File: src/rtl/qec_sched_pkg.sv
// Shared types and constants for the decode-round scheduler.
package qec_sched_pkg;

   typedef enum logic [1:0] {
      IDLE   = 2'd0,
      START  = 2'd1,
      WAIT   = 2'd2,
      REPORT = 2'd3
   } sched_state_t;

   localparam int unsigned STATUS_WIDTH   = 2;
   localparam int unsigned ROUND_ID_WIDTH = 16;

   localparam logic [STATUS_WIDTH-1:0] STATUS_OK       = 2'b00;
   localparam logic [STATUS_WIDTH-1:0] STATUS_DEADLOCK = 2'b01;
   localparam logic [STATUS_WIDTH-1:0] STATUS_TIMEOUT  = 2'b10;

   function automatic int unsigned max_u(input int unsigned a, input int unsigned b);
      return (a > b) ? a : b;
   endfunction

endpackage

File: src/rtl/round_watchdog.sv
// Per-round cycle counter; expired rises after TIMEOUT_CYCLES-1 enabled cycles and saturates.
module round_watchdog #(
   parameter int unsigned TIMEOUT_CYCLES = 4096
) (
   input  logic clk,
   input  logic reset,
   input  logic clear,
   input  logic enable,
   output logic expired
);

   localparam int unsigned CNT_W = $clog2(TIMEOUT_CYCLES);
   localparam logic [CNT_W-1:0] LIMIT = CNT_W'(TIMEOUT_CYCLES - 1);

   logic [CNT_W-1:0] count_q, count_d;
   logic             expired_q, expired_d;

   always_comb begin
      count_d   = count_q;
      expired_d = expired_q;
      if (clear) begin
         count_d   = '0;
         expired_d = 1'b0;
      end else if (enable && !expired_q) begin
         count_d   = count_q + CNT_W'(1);
         expired_d = (count_d == LIMIT);
      end
   end

   always_ff @(posedge clk) begin
      if (!reset) begin
         count_q   <= '0;
         expired_q <= 1'b0;
      end else begin
         count_q   <= count_d;
         expired_q <= expired_d;
      end
   end

   assign expired = expired_q;

endmodule

File: src/rtl/decoder_round_scheduler.sv
// Sequences decode rounds over the two decoder halves and reports one status record per round.
module decoder_round_scheduler
   import qec_sched_pkg::*;
#(
   parameter int unsigned CODE_DISTANCE_X         = 5,
   parameter int unsigned CODE_DISTANCE_Z         = 4,
   parameter int unsigned ITERATION_COUNTER_WIDTH = 8,
   parameter int unsigned TIMEOUT_CYCLES          = 4096
) (
   input  logic                                 clk,
   input  logic                                 reset,
   input  logic [2*CODE_DISTANCE_X*CODE_DISTANCE_Z*max_u(CODE_DISTANCE_X, CODE_DISTANCE_Z)-1:0] syn_data,
   input  logic                                 syn_valid,
   output logic                                 syn_ready,
   output logic [CODE_DISTANCE_X*CODE_DISTANCE_Z*max_u(CODE_DISTANCE_X, CODE_DISTANCE_Z)-1:0] left_is_error_syndromes,
   output logic [CODE_DISTANCE_X*CODE_DISTANCE_Z*max_u(CODE_DISTANCE_X, CODE_DISTANCE_Z)-1:0] right_is_error_syndromes,
   output logic                                 left_new_round_start,
   output logic                                 right_new_round_start,
   input  logic                                 left_result_valid,
   input  logic                                 right_result_valid,
   input  logic                                 left_deadlock,
   input  logic                                 right_deadlock,
   input  logic [ITERATION_COUNTER_WIDTH-1:0]   left_iteration_counter,
   input  logic [ITERATION_COUNTER_WIDTH-1:0]   right_iteration_counter,
   output logic                                 res_valid,
   input  logic                                 res_ready,
   output logic [STATUS_WIDTH-1:0]              res_status,
   output logic [ITERATION_COUNTER_WIDTH-1:0]   res_iterations,
   output logic [ROUND_ID_WIDTH-1:0]            res_round_id,
   output logic                                 busy
);

   localparam int unsigned MEASUREMENT_ROUNDS = max_u(CODE_DISTANCE_X, CODE_DISTANCE_Z);
   localparam int unsigned PU_COUNT           = CODE_DISTANCE_X * CODE_DISTANCE_Z * MEASUREMENT_ROUNDS;
   localparam int unsigned IW                 = ITERATION_COUNTER_WIDTH;

   sched_state_t                state_q, state_d;
   logic [PU_COUNT-1:0]         left_syn_q, left_syn_d, right_syn_q, right_syn_d;
   logic                        start_q, start_d;
   logic                        l_done_q, l_done_d, r_done_q, r_done_d;
   logic                        syn_ready_q, syn_ready_d;
   logic                        busy_q, busy_d;
   logic                        res_valid_q, res_valid_d;
   logic [STATUS_WIDTH-1:0]     status_q, status_d;
   logic [IW-1:0]               iter_q, iter_d;
   logic [ROUND_ID_WIDTH-1:0]   round_id_q, round_id_d;

   logic          wd_clear, wd_enable, wd_expired;
   logic          l_fin, r_fin, any_deadlock;
   logic [IW-1:0] iter_max;

   round_watchdog #(.TIMEOUT_CYCLES(TIMEOUT_CYCLES)) u_watchdog (
      .clk     (clk),
      .reset   (reset),
      .clear   (wd_clear),
      .enable  (wd_enable),
      .expired (wd_expired)
   );

   always_comb begin
      state_d      = state_q;
      left_syn_d   = left_syn_q;
      right_syn_d  = right_syn_q;
      start_d      = 1'b0;
      l_done_d     = l_done_q;
      r_done_d     = r_done_q;
      res_valid_d  = res_valid_q;
      status_d     = status_q;
      iter_d       = iter_q;
      round_id_d   = round_id_q;
      wd_clear     = 1'b0;
      wd_enable    = 1'b0;
      l_fin        = l_done_q | left_result_valid;
      r_fin        = r_done_q | right_result_valid;
      any_deadlock = left_deadlock | right_deadlock;
      iter_max     = (left_iteration_counter > right_iteration_counter) ?
                     left_iteration_counter : right_iteration_counter;

      case (state_q)
         IDLE: begin
            if (syn_valid && syn_ready_q) begin
               left_syn_d  = syn_data[PU_COUNT-1:0];
               right_syn_d = syn_data[2*PU_COUNT-1:PU_COUNT];
               start_d     = 1'b1;
               state_d     = START;
            end
         end
         START: begin
            l_done_d = 1'b0;
            r_done_d = 1'b0;
            wd_clear = 1'b1;
            state_d  = WAIT;
         end
         WAIT: begin
            wd_enable = 1'b1;
            l_done_d  = l_fin;
            r_done_d  = r_fin;
            // Deadlock outranks completion, which outranks the watchdog.
            if (any_deadlock || (l_fin && r_fin) || wd_expired) begin
               state_d     = REPORT;
               res_valid_d = 1'b1;
               iter_d      = iter_max;
               if (any_deadlock)        status_d = STATUS_DEADLOCK;
               else if (l_fin && r_fin) status_d = STATUS_OK;
               else                     status_d = STATUS_TIMEOUT;
            end
         end
         REPORT: begin
            if (res_ready) begin
               res_valid_d = 1'b0;
               round_id_d  = round_id_q + ROUND_ID_WIDTH'(1);
               state_d     = IDLE;
            end
         end
         default: state_d = IDLE;
      endcase

      syn_ready_d = (state_d == IDLE);
      busy_d      = (state_d != IDLE);
   end

   always_ff @(posedge clk) begin
      if (!reset) begin
         state_q     <= IDLE;
         left_syn_q  <= '0;
         right_syn_q <= '0;
         start_q     <= 1'b0;
         l_done_q    <= 1'b0;
         r_done_q    <= 1'b0;
         syn_ready_q <= 1'b1;
         busy_q      <= 1'b0;
         res_valid_q <= 1'b0;
         status_q    <= '0;
         iter_q      <= '0;
         round_id_q  <= '0;
      end else begin
         state_q     <= state_d;
         left_syn_q  <= left_syn_d;
         right_syn_q <= right_syn_d;
         start_q     <= start_d;
         l_done_q    <= l_done_d;
         r_done_q    <= r_done_d;
         syn_ready_q <= syn_ready_d;
         busy_q      <= busy_d;
         res_valid_q <= res_valid_d;
         status_q    <= status_d;
         iter_q      <= iter_d;
         round_id_q  <= round_id_d;
      end
   end

   assign syn_ready                = syn_ready_q;
   assign left_is_error_syndromes  = left_syn_q;
   assign right_is_error_syndromes = right_syn_q;
   assign left_new_round_start     = start_q;
   assign right_new_round_start    = start_q;
   assign res_valid                = res_valid_q;
   assign res_status               = status_q;
   assign res_iterations           = iter_q;
   assign res_round_id             = round_id_q;
   assign busy                     = busy_q;

endmodule

File: config.mk
export PLATFORM = sky130hd
export DESIGN_NAME = decoder_round_scheduler
export DESIGN_NICKNAME = d
export VERILOG_FILES = /design/src/rtl/qec_sched_pkg.sv /design/src/rtl/round_watchdog.sv /design/src/rtl/decoder_round_scheduler.sv
export SDC_FILE = /design/constraint.sdc
export NUM_CORES = 1
export LEC_CHECK = 0
export BUFFER_PORTS_ARGS = -buffer_cell sky130_fd_sc_hd__buf_4
export CAP_MARGIN = 25
export CORE_MARGIN = 4
export CORE_UTILIZATION = 35
export CTS_CLUSTER_SIZE = 20
export DETAILED_ROUTE_END_ITERATION = 7
export PLACE_DENSITY_LB_ADDON = 0.3
export SLEW_MARGIN = 10
export SYNTH_ARGS = -nofsm -noshare
export SYNTH_HDL_FRONTEND = slang
export SYNTH_SLANG_ARGS = --single-unit
File: constraint.sdc
create_clock -name clk -period 3.7 [get_ports clk]
set_clock_uncertainty 0.2 [all_clocks]
set_input_delay 0.74 -clock clk [delete_from_list [all_inputs] [get_ports clk]]
set_output_delay 0.74 -clock clk [all_outputs]
set_load 0.1 [all_outputs]
Word level (Yosys, flattened, before mapping)
Cells that the tools add are included.
- output and inout port bits: 231
- word-level logic and storage cells: 59
- register bits: 247
- input port bits: 224
- magnitude comparators: 1
- multiplexer cells: 15
- equal/unequal tests: 6
- reductions and logical operators: 17
- bitwise operators: 4
- $add $sub $neg: 2
- operators by type and width (cell ; number):
    16-bit by 1-bit adder with 16-bit output (second input constant) ; 1
    12-bit by 1-bit adder with 12-bit output (second input constant) ; 1
    12-bit == test (second input constant) ; 1
    2-bit two-way mux ; 5
    8-bit greater-than comparator ; 1
    8-bit two-way mux ; 1
    2-bit case mux with 4 select lines ; 1
    2-bit AND reduction ; 4
    1-bit case mux with 2 select lines ; 3
    2-bit nonzero test ; 3
    1-bit two-way mux ; 5
    2-bit == test (second input constant) ; 2
    2-bit zero test ; 2
    2-bit != test (second input constant) ; 2
    1-bit logical AND ; 3
    1-bit bitwise OR ; 3
    3-bit AND reduction ; 1
    2-bit by 1-bit == test with 1-bit output (second input constant) ; 1
    1-bit logical OR ; 2
    2-bit OR reduction ; 1
    1-bit zero test ; 1
    1-bit NOT ; 1

Longest topological paths before layout
Gate-level depths: netlist of run 1.
- depth in word-level cells: 7
- mapped depth: 9
- mapped depth without buffers: 7

Modules after synthesis
Synthesis of run 1 repeated with hierarchy kept, for this count alone.
- cells, all modules: 1162
- area total of the unflattened synthesis: 9835.7 um2
- modules (own cells, without submodules) (module ; cells each ; sequential area each (um2) ; area an instance (um2) ; instances):
    decoder_round_scheduler ; 1073 ; 4684.5 ; 9071.2 ; 1
    round_watchdog ; 89 ; 260.2 ; 764.5 ; 1

Worst setup path before layout of run 1
Ideal clock, no wire load.
- kind: flip-flop to flip-flop
- from: register round_id_q[3] (netlist: res_round_id[3])
- to: register round_id_q[13] (netlist: res_round_id[13])
- path buffers: 0
- setup slack: 1.114 ns
- required time: 3.385 ns
- data arrival time: 2.271 ns
- setup time: 0.115 ns
- stages on the path, launching flop included: 6
- period minus slack after synthesis: 2.586 ns
- cells stage by stage: dfxtp_1 > nand4_1 > nor4_2 > nand3_1 > xnor2_1 > and2_1
- cells in the longest elaborated chain, start to end: 1
- ends and longest elaborated chain (element ; line ; source):
    start, declared ; decoder_round_scheduler.sv:46 ; logic [ROUND_ID_WIDTH-1:0] round_id_q, round_id_d;
    start signal, assigned ; decoder_round_scheduler.sv:148 ; round_id_q <= round_id_d;
    16-bit by 1-bit adder with 16-bit output ; decoder_round_scheduler.sv:111 ; round_id_d = round_id_q + ROUND_ID_WIDTH'(1);
Every way passes these cells.
A chain may end at the register's enable or synchronous reset.

Worst setup path after layout of run 1
- from: register syn_ready_q (netlist: syn_ready)
- to: output syn_ready
- RTL lines (element ; line ; source):
    start, declared ; decoder_round_scheduler.sv:41 ; logic syn_ready_q, syn_ready_d;
    start signal, assigned ; decoder_round_scheduler.sv:143 ; syn_ready_q <= syn_ready_d;
    end, declared ; decoder_round_scheduler.sv:14 ; output logic syn_ready,
No word-level cell between the ends.

==> impl_metrics.toml, run 1 <==
[pwr]
p_sw_mw = 5.06
finalPower_mw = 10.7
p_leak_nw = 6.34
combPwrFrac = 0.446
irDropWorstVdd_mv = 0.432
pwr-share-seq = 0.304
p_int_mw = 5.67
power.density_mw_per_mm2 = 742
clkPwrFrac = 0.250
swShare = 0.472

[cells_and_area]
area_growth_pct = 46.5
antennaDiodeCount = 0
utilization = 0.520
fin_cells = 1984
drive_gt1_frac = 0.325
layout.nets = 1826
fin_area_mm2 = 0.0145

[floorplan]
die_w_um = 176
die-area_mm2 = 0.0309
die_h_um = 176
io_pins = 455
num_rows = 61
start_util = 0.355
fp.coreArea_mm2 = 0.0278

[placed_design]
post-place-ws_ps = 963
io_buffers = 454
gp_congestion = 0.825
place_inst = 1933
place_area_mm2 = 0.0136
dp_hpwl_um = 22900

[clock_tree]
post_cts_resized = 0
ctsHoldBuffers = 0
cts_made_buffers = 29
clock-sinks = 247
cts_root_buf = "clkbuf_16"
ctsHtreeMaxLevel = 1
clock_path_buffers = 3
post_cts_buffers = 0
cts.reportedPaths.clkPinSlew_ps = 60
cts_tree = "built"
clock_latency_ps = 520

[yosys]
yosysWarnings = 0
synth_commonest_cells = "nand2_1, dfxtp_1, a21boi_0, clkbuf_1, nor2_1"
synth_most_common_cell = "nand2_1"
synth_area_leaders = "dfxtp_1, nand2_1, a21boi_0"
async_flop_share = 0
seq_area_frac_synth = 0.501
dominantRegCellSynth = "dfxtp_1"
yosys.area.top_type_share = 0.501
synth_nets = 1413
synth_cell_types = 45
synth.largest_area_cell = "dfxtp_1"
synth_area_per_cell_um2 = 8.41
synth_edf_count = 0
synthCells = 1173
mappedNetlistArea_mm2 = 0.00987
yosys_register_bits = 247

[grt]
grt_pass1_vias = 8966
grt_start_max_net_pins = 137
antenna_found_initial = 0
grt_pass1_wl_um = 47500
gr-total-overflow = 0
grt.total_usage = 0.187

[routing]
num_vias = 9202
wire_per_inst_um = 15.8
drtPass1Iterations = 4
drt-total-wl_um = 31400
drtAntennaViolNets = 0
drt-vias-per-instance = 4.64
drc = 0
drt_iter0_markers = 445

[setup_path]
endpoint_kind = "output port"
setup.worst_path.class = "flip-flop to output port"
worstRegToRegCells = 6
cp_data_required_time_ps = 2760
critPathLaunchType = "flip-flop"
worst_ep_arrival_time_ps = 1320
cp.depth = 1
path_delay_family = "flip-flops"
worst-path-buf-inv = 1
cpPeakStageDelay_ps = 450
cp_max_fo = 5
crit_slowest_cell = "dfxtp_1"
crit_chain = "buf_4"

[sta]
slew_headroom = 0.553
tns_ps = 0
clock.fmax_ghz = 0.443
slew_viol_final = 0
worstMarginPinSlew_ps = 670
rsz0062_at_grt = "no"
hold_violations = 0
holdWs_ps = 250
final-setup-viol-count = 0
setup_ws_ps = 1440
period_share = 0.609
min_period_ps = 2260

[run_status]
status = "completed"

[job]
maxCapViolCount = 0

[min_path]
holdPathStages = 2
hp-class = "flip-flop to flip-flop"
## flip-flops by register name, summed over array words and instances, names as in the netlist, 2 cells and up
register,flops
left_is_error_syndromes,100
right_is_error_syndromes,100
res_round_id,16
u_watchdog.count_q,12
res_iterations,8
res_status,2
state_q,2
## power groups by stage
| stage | clock network (mW) | registers, mW | logic [mW] |
|---|---|---|---|
| after global routing | 2.89 | 3.31 | 5.02 |
| final | 2.69 | 3.26 | 4.78 |
| after CTS | 2.78 | 3.26 | 4.82 |
| after floorplan | 0 | 5.97 | 0.989 |
| after detailed placement | 0 | 3.31 | 4.82 |
| after global placement | 0 | 3.29 | 4.81 |
## final timing paths
kind | from | end | slack (ps)
worst max-delay path | syn_ready$_SDFF_PN1_ | syn_ready | 1440
worst max register to register | state_q[0]$_SDFF_PN0_ | u_watchdog.count_q[10]$_SDFFE_PP0P_ | 1450
worst min-delay path | left_is_error_syndromes[24]$_SDFFE_PN0P_ | left_is_error_syndromes[24]$_SDFFE_PN0P_ | 250
worst min register to register | left_is_error_syndromes[24]$_SDFFE_PN0P_ | left_is_error_syndromes[24]$_SDFFE_PN0P_ | 250
## layout by cell type, fill, tap and decap left out, types with 13 or more instances in the layout
master,netlist,final
dfxtp_1,247,247
clkbuf_16,0,29
o21ai_0,17,17
a21boi_1,20,20
xor2_1,13,13
a21boi_0,183,183
nand2_1,420,420
buf_4,2,458
ha_1,16,16
nor2_1,21,21
nand4_1,18,18
and2_1,17,17
inv_1,18,18
## logic make-up after synthesis
group / after synthesis / synth area share
AO/OA/AOI/OAI: 263 / 0.194
XOR/XNOR: 24 / 0.0213
adder cells (fa/ha/maj): 16 / 0.0203
buffers and inverters: 100 / 0.0434
flip-flops: 247 / 0.501
multiplexers: 1 / 0.00101
AND/OR/NAND/NOR: 522 / 0.219
## final cells by class
| cell class | instances | area, um2 |
|---|---|---|
| well taps | 378 | 473 |
| repair buffers | 464 | 3560 |
| clock inverters | 9 | 77.6 |
| multi-input cells | 826 | 4510 |
| flip-flops and latches | 247 | 4940 |
| fillers | 2663 | 13300 |
| inverters | 18 | 67.6 |
| clock buffers | 42 | 825 |
## metal layers
metal | vias to the layer above | track usage | share of wire
met3 | 42 | 0.0665 | 0.089
met2 | 314 | 0.332 | 0.49
met5 | - | 0 | 0
met4 | 0 | 0.0400 | 0.021
met1 | 4165 | 0.217 | 0.40
li1 | 4681 | - | -
(Power assumes the default switching activity.)
==> run 2: changes to the inputs <==
--- a/config.mk
+++ b/config.mk
@@ -5,6 +5,7 @@
 export SDC_FILE = /design/constraint.sdc
 export NUM_CORES = 1
 export LEC_CHECK = 0
+export ABC_AREA = 1
 export BUFFER_PORTS_ARGS = -buffer_cell sky130_fd_sc_hd__buf_4
 export CAP_MARGIN = 25
 export CORE_MARGIN = 4
==> constraint.sdc (replaced) <==
create_clock -name clk -period 2.4 [get_ports clk]
set_clock_uncertainty 0.2 [all_clocks]
set_input_delay 0.48 -clock clk [delete_from_list [all_inputs] [get_ports clk]]
set_output_delay 0.48 -clock clk [all_outputs]
set_load 0.1 [all_outputs]
==> run 2 against run 1 <==
Against the previous run: critical path depth stayed put; register-to-register slack worse by 1000 ps; global-route usage is 1.3 points higher; largest cell class unchanged; largest power group unchanged.
==> impl_metrics.toml, run 2 <==
[routing]
num_vias = 10369
drt-total-wl_um = 33300
wire_per_inst_um = 15.6
drc = 0
drt-vias-per-instance = 4.85
drtAntennaViolNets = 0
drt_iter0_markers = 700
drtPass1Iterations = 5

[clock_tree]
clock-sinks = 247
clock_path_buffers = 3
ctsHtreeMaxLevel = 1
post_cts_buffers = 0
cts_root_buf = "clkbuf_16"
clock_latency_ps = 530
cts_made_buffers = 27
cts_tree = "built"
ctsHoldBuffers = 51
post_cts_resized = 0
cts.reportedPaths.clkPinSlew_ps = 60

[sta]
hold_violations = 0
final-setup-viol-count = 0
rsz0062_at_grt = "no"
period_share = 0.844
min_period_ps = 2020
tns_ps = 0
slew_headroom = 0.607
clock.fmax_ghz = 0.494
holdWs_ps = 26.2
worstMarginPinSlew_ps = 589
slew_viol_final = 0

[cells_and_area]
fin_cells = 2136
layout.nets = 1976
regArea_mm2 = 0.00494
multi_input_area_mm2 = 0.00418
final_common_cell = "buf_4"
fillers = 2530
mostFrequentLayoutCells = "buf_4, nand2_1, dfxtp_1"
drive_gt1_frac = 0.309
area_growth_pct = 52.4

[yosys]
synthCells = 1287
synth.largest_area_cell = "dfxtp_1"
synth_nets = 1527
mappedNetlistArea_mm2 = 0.00985
seq_area_frac_synth = 0.502
synth_most_common_cell = "nand2_1"
yosys_register_bits = 247
synth_edf_count = 0
yosysWarnings = 0
async_flop_share = 0
synth_area_leaders = "dfxtp_1, nand3_1, a21oi_1"
synth_area_per_cell_um2 = 7.65
yosys.area.top_type_share = 0.502
synth_cell_types = 30
synth_commonest_cells = "nand2_1, dfxtp_1, nand3_1, a21oi_1, inv_1"
dominantRegCellSynth = "dfxtp_1"

[setup_path]
cpPeakStageDelay_ps = 460
endpoint_kind = "output port"
crit_slowest_cell = "dfxtp_1"
cp_max_fo = 5
path_delay_family = "flip-flops"
cp_data_required_time_ps = 1720
crit_chain = "buf_4"
worst-path-buf-inv = 1
cp.depth = 1
setup.worst_path.class = "flip-flop to output port"
worstRegToRegCells = 10
critPathLaunchType = "flip-flop"
worst_ep_arrival_time_ps = 1340

[placed_design]
place_inst = 2034
gp_congestion = 0.840
io_buffers = 454
dp_hpwl_um = 22700

[floorplan]
die_w_um = 176
die_h_um = 176
die-area_mm2 = 0.0309
fp.coreArea_mm2 = 0.0278
io_pins = 455
start_util = 0.354
num_rows = 61

[grt]
grt.total_usage = 0.199
grt_start_max_net_pins = 115
gr-total-overflow = 0
grt_pass1_vias = 9849
grt_pass1_wl_um = 52100
antenna_found_initial = 1

[min_path]
hp-class = "primary input to flip-flop"
holdPathStages = 3

[pwr]
p_leak_nw = 6.78
power.density_mw_per_mm2 = 990
irDropWorstVdd_mv = 0.471

[job]
maxCapViolCount = 0

[run_status]
status = "completed"
-- run 2: cell count changes after synthesis, moves of 11 or more --
cell      delta
nor2_1      +14
nand3_1    +221
nand2_1    -142
a21boi_1    -20
o21ai_0     +13
clkbuf_1    -17
xor2_1      -11
inv_1       +60
a21oi_1    +217
buf_2       +29
a21boi_0   -183
and2_1      -17
-- run 2: final cells by class --
| type | count | area share |
|---|---|---|
| multi-input combinational | 863 | 0.278 |
| inverter | 80 | 0.0207 |
| timing repair buffer | 517 | 0.274 |
| sequential | 247 | 0.329 |
| antenna | 1 | 0.000167 |
| tap | 378 | 0.0315 |
| clock buffer | 36 | 0.0526 |
| clock inverter | 14 | 0.0135 |
-- run 2: cell families (layout without fill, tap and decap cells) --
kind of cell,count (synthesis),after routing,share of synthesized area
adders and majority gates,16,16,0.0203
other,0,1,0
xor gates and xnor gates,3,3,0.00267
DFF,247,247,0.502
AOI/OAI and AO/OA,266,266,0.137
and+or+nand+nor,578,578,0.262
buffers and inverters,177,647,0.0756
-- run 2: report_power, final --
part           leakage, nW  internal (mW)  total (mW)  switching, mW
clock                0.499           2.84        4.55           1.70
sequential            2.02           4.52        4.75          0.227
combinational         4.26           1.27        5.56           4.29
total                 6.78           8.64        14.9           6.22
-- run 2: worst paths after layout --
check,from,end,slack [ps]
setup / recovery,res_round_id[2]$_SDFFE_PN0P_,res_round_id[2],380
hold / removal,syn_data[145],right_is_error_syndromes[45]$_SDFFE_PN0P_,30
setup reg to reg,state_q[0]$_SDFF_PN0_,u_watchdog.expired$_SDFFE_PP0P_,450
hold reg to reg,left_is_error_syndromes[66]$_SDFFE_PN0P_,left_is_error_syndromes[66]$_SDFFE_PN0P_,260
-- run 2: metal layers --
metal  vias to the layer above  track usage  share of wire
li1                       5175            -              -
met1                      4713        0.243           0.40
met2                       391        0.339           0.48
met3                        90       0.0568          0.084
met4                         0       0.0692          0.035
met5                         -            0              0
-- run 2: through the flow --
| stage | total power, mW | setup slack, ps | util | instance area [um2] |
|---|---|---|---|---|
| 3_3_place_gp | 10.3 | 274 | 0.486 | 13500 |
| 5_1_grt | 15.5 | 268 | 0.540 | 15000 |
| 4_1_cts | 15.0 | 346 | 0.540 | 15000 |
| 2_1_floorplan | 8.97 | 75.5 | - | 9850 |
| 6_report | 14.9 | 376 | 0.540 | 15000 |
| 3_5_place_dp | 10.3 | 193 | 0.486 | 13500 |
==> run 3: changes to the inputs <==
==> constraint.sdc (replaced) <==
create_clock -name clk -period 2 [get_ports clk]
set_clock_uncertainty 0.2 [all_clocks]
set_input_delay 0.4 -clock clk [delete_from_list [all_inputs] [get_ports clk]]
set_output_delay 0.4 -clock clk [all_outputs]
set_load 0.1 [all_outputs]
==> run 3 against run 2 <==
Against the previous run: the flow now finishes with violations (setup timing); final area rose by 13%; count of clock-buffer cells in the layout up 6; hold slack worse by 14 ps; via count up 13%; non-clock buffer count is 180 higher; wire length is 21% higher; setup slack worse by 460 ps; critical path depth up 10; sequential power is 20% higher; die area stayed put; flip-flop and latch count did not move; global-route usage grew 3.8 points; critical path type is now primary input to flip-flop.
==> impl_metrics.toml, run 3 (synthesis gave the netlist of run 2 again) <==
[sta]
slew_viol_final = 0
hold_violations = 0
period_share = 1.04
clock.fmax_ghz = 0.479
final-setup-viol-count = 6
min_period_ps = 2090
worstMarginPinSlew_ps = 551
tns_ps = -221
setup_ws_ps = -87.2
slew_headroom = 0.632
rsz0062_at_grt = "yes"

[clock_tree]
cts_tree = "built"
clock_latency_ps = 530
clock-sinks = 247
cts_root_buf = "clkbuf_16"
ctsHtreeMaxLevel = 1
cts_made_buffers = 28
cts.reportedPaths.clkPinSlew_ps = 60
clock_path_buffers = 3

[cells_and_area]
fin_cells = 2318
drive_gt1_frac = 0.306
area_growth_pct = 72.4
mostFrequentLayoutCells = "buf_4, nand2_1, dfxtp_1"
final_common_cell = "buf_4"
utilization = 0.611
layout.nets = 2157

[setup_path]
crit_slowest_cell = "dlygate4sd3_1"
worstRegToRegCells = 7
cp_data_required_time_ps = 2230
worst_ep_arrival_time_ps = 2310
cp_max_fo = 5
r2r_slack_ps = 110
regToRegEndpoint = "left_is_error_syndromes[20]$_SDFFE_PN0P_"
critPathLaunchType = "primary input"
critical_path.most_common_cell = "nand3_1"
setup.worst_path.class = "primary input to flip-flop"
endpoint_kind = "flip-flop"
crit_chain = "dlygate4sd3_1, buf_4, ha_4, nand2_2, nor2_4, nand4_4, buf_6, nand3_1, nand3_1, nand2_1, inv_1"
worst-path-buf-inv = 4
rr_startpoint = "state_q[0]$_SDFF_PN0_"
cpPeakStageDelay_ps = 580
path_delay_family = "buffers and inverters"

[routing]
m1WireLength_um = 15400
drt_iter0_markers = 790
drt-total-wl_um = 40400
wl_met2_um = 19200
drc = 0
top_layer = "met4"
num_vias = 11683
wire_per_inst_um = 17.4
drtPass1Iterations = 5
drtAntennaViolNets = 0
wl_met3_um = 3640
drt-vias-per-instance = 5.04

[floorplan]
die-area_mm2 = 0.0309
io_pins = 455
die_h_um = 176
start_util = 0.354
num_rows = 61
fp.coreArea_mm2 = 0.0278
die_w_um = 176

[placed_design]
io_buffers = 454
dp_hpwl_um = 25300
gp_congestion = 0.852
place_inst = 2055

[pwr]
pwr-share-seq = 0.314
combPwrFrac = 0.401
p_int_mw = 10.5
clkPwrFrac = 0.286
irDropWorstVdd_mv = 0.764
swShare = 0.425
power.density_mw_per_mm2 = 1080
p_leak_nw = 7.56
p_sw_mw = 7.75

[min_path]
hp-class = "primary input to flip-flop"
holdPathEnd = "left_is_error_syndromes[11]$_SDFFE_PN0P_"
holdPathStages = 3
worstHoldStart = "syn_data[11]"

[grt]
grt.total_usage = 0.238
grt_pass1_wl_um = 61000
antenna_found_initial = 4
grt_start_max_net_pins = 113
grt_pass1_vias = 11382
gr-total-overflow = 0

[run_status]
failed_checks = "setup timing"
status = "finished, violations left"

[job]
maxCapViolCount = 0
==> run 3: cell types whose count changed in the layout (fill, tap and decap cells not counted), moves of 5 or more <==
| cell | previous run | this run |
|---|---|---|
| buf_4 | 458 | 471 |
| inv_1 | 76 | 70 |
| inv_2 | 2 | 8 |
| ha_1 | 15 | 6 |
| dfxtp_2 | 0 | 10 |
| ha_4 | 1 | 7 |
| dlygate4sd3_1 | 51 | 210 |
| dfxtp_1 | 247 | 237 |
| buf_12 | 8 | 14 |
| clkbuf_1 | 1 | 6 |
==> run 3: worst reg2reg max path: stages, from the launching register on <==
cell     delay (ps)
dfxtp_1         340
inv_1            90
buf_4           130
ha_4            200
buf_12          260
buf_12          240
nand3_1         100
a21oi_1         240
==> run 3: area by class of cell <==
class                      count  area, um2
antenna                        3       7.51
clock buffer                  42        845
clock inverter                 8       96.3
fill                        2294      10800
inverter                      80        310
multi-input combinational    863       4350
sequential                   247       4960
tap                          378        473
timing repair buffer         697       5940
==> run 3: how the worst max path moves through the flow <==
stage,from,slack (ps),to,cells after the start
2_1_floorplan,res_round_id[11]$_SDFFE_PN0P_,30,res_round_id[15]$_SDFFE_PN0P_,6
3_3_place_gp,left_iteration_counter[7],30,res_iterations[4]$_SDFFE_PN0P_,11
3_5_place_dp,left_iteration_counter[7],4,res_iterations[4]$_SDFFE_PN0P_,11
4_1_cts,right_iteration_counter[7],30,res_iterations[4]$_SDFFE_PN0P_,13
5_1_grt,right_iteration_counter[5],-140,res_iterations[4]$_SDFFE_PN0P_,12
6_report,left_iteration_counter[4],-90,res_iterations[4]$_SDFFE_PN0P_,11
==> run 3: power by group through the flow <==
stage | logic, mW | clock network [mW] | registers, mW
after floorplan | 1.54 | 0 | 9.22
after global placement | 6.78 | 0 | 5.79
after detailed placement | 6.80 | 0 | 5.81
after CTS | 7.16 | 5.34 | 5.71
after global routing | 7.61 | 5.55 | 5.78
final | 7.31 | 5.21 | 5.72
==> run 3: repair_timing <==
action                     in CTS  in global routing
setup endpoints to repair       0                 23
setup buffers                   0                  1
hold buffers                  210                  0
gates resized for setup         0                 38
hold endpoints to repair      204                  0
==> run 3: through the flow <==
stage               total power [mW]  setup WS [ps]  area, um2  hold WS [ps]
finish                          18.3          -87.2      17000          12.1
global route                    18.9           -137      17000          17.3
CTS                             18.2           26.8      16800          1.33
detailed placement              12.6           4.13      13700           253
global placement                12.6           25.8      13700           247
floorplan                       10.8           27.6       9860           250
==> run 3: metal layers <==
metal | vias up | global-route usage
met5 | - | 0
met4 | 0 | 0.113
met1 | 5364 | 0.280
met2 | 603 | 0.401
li1 | 5554 | -
met3 | 162 | 0.0663
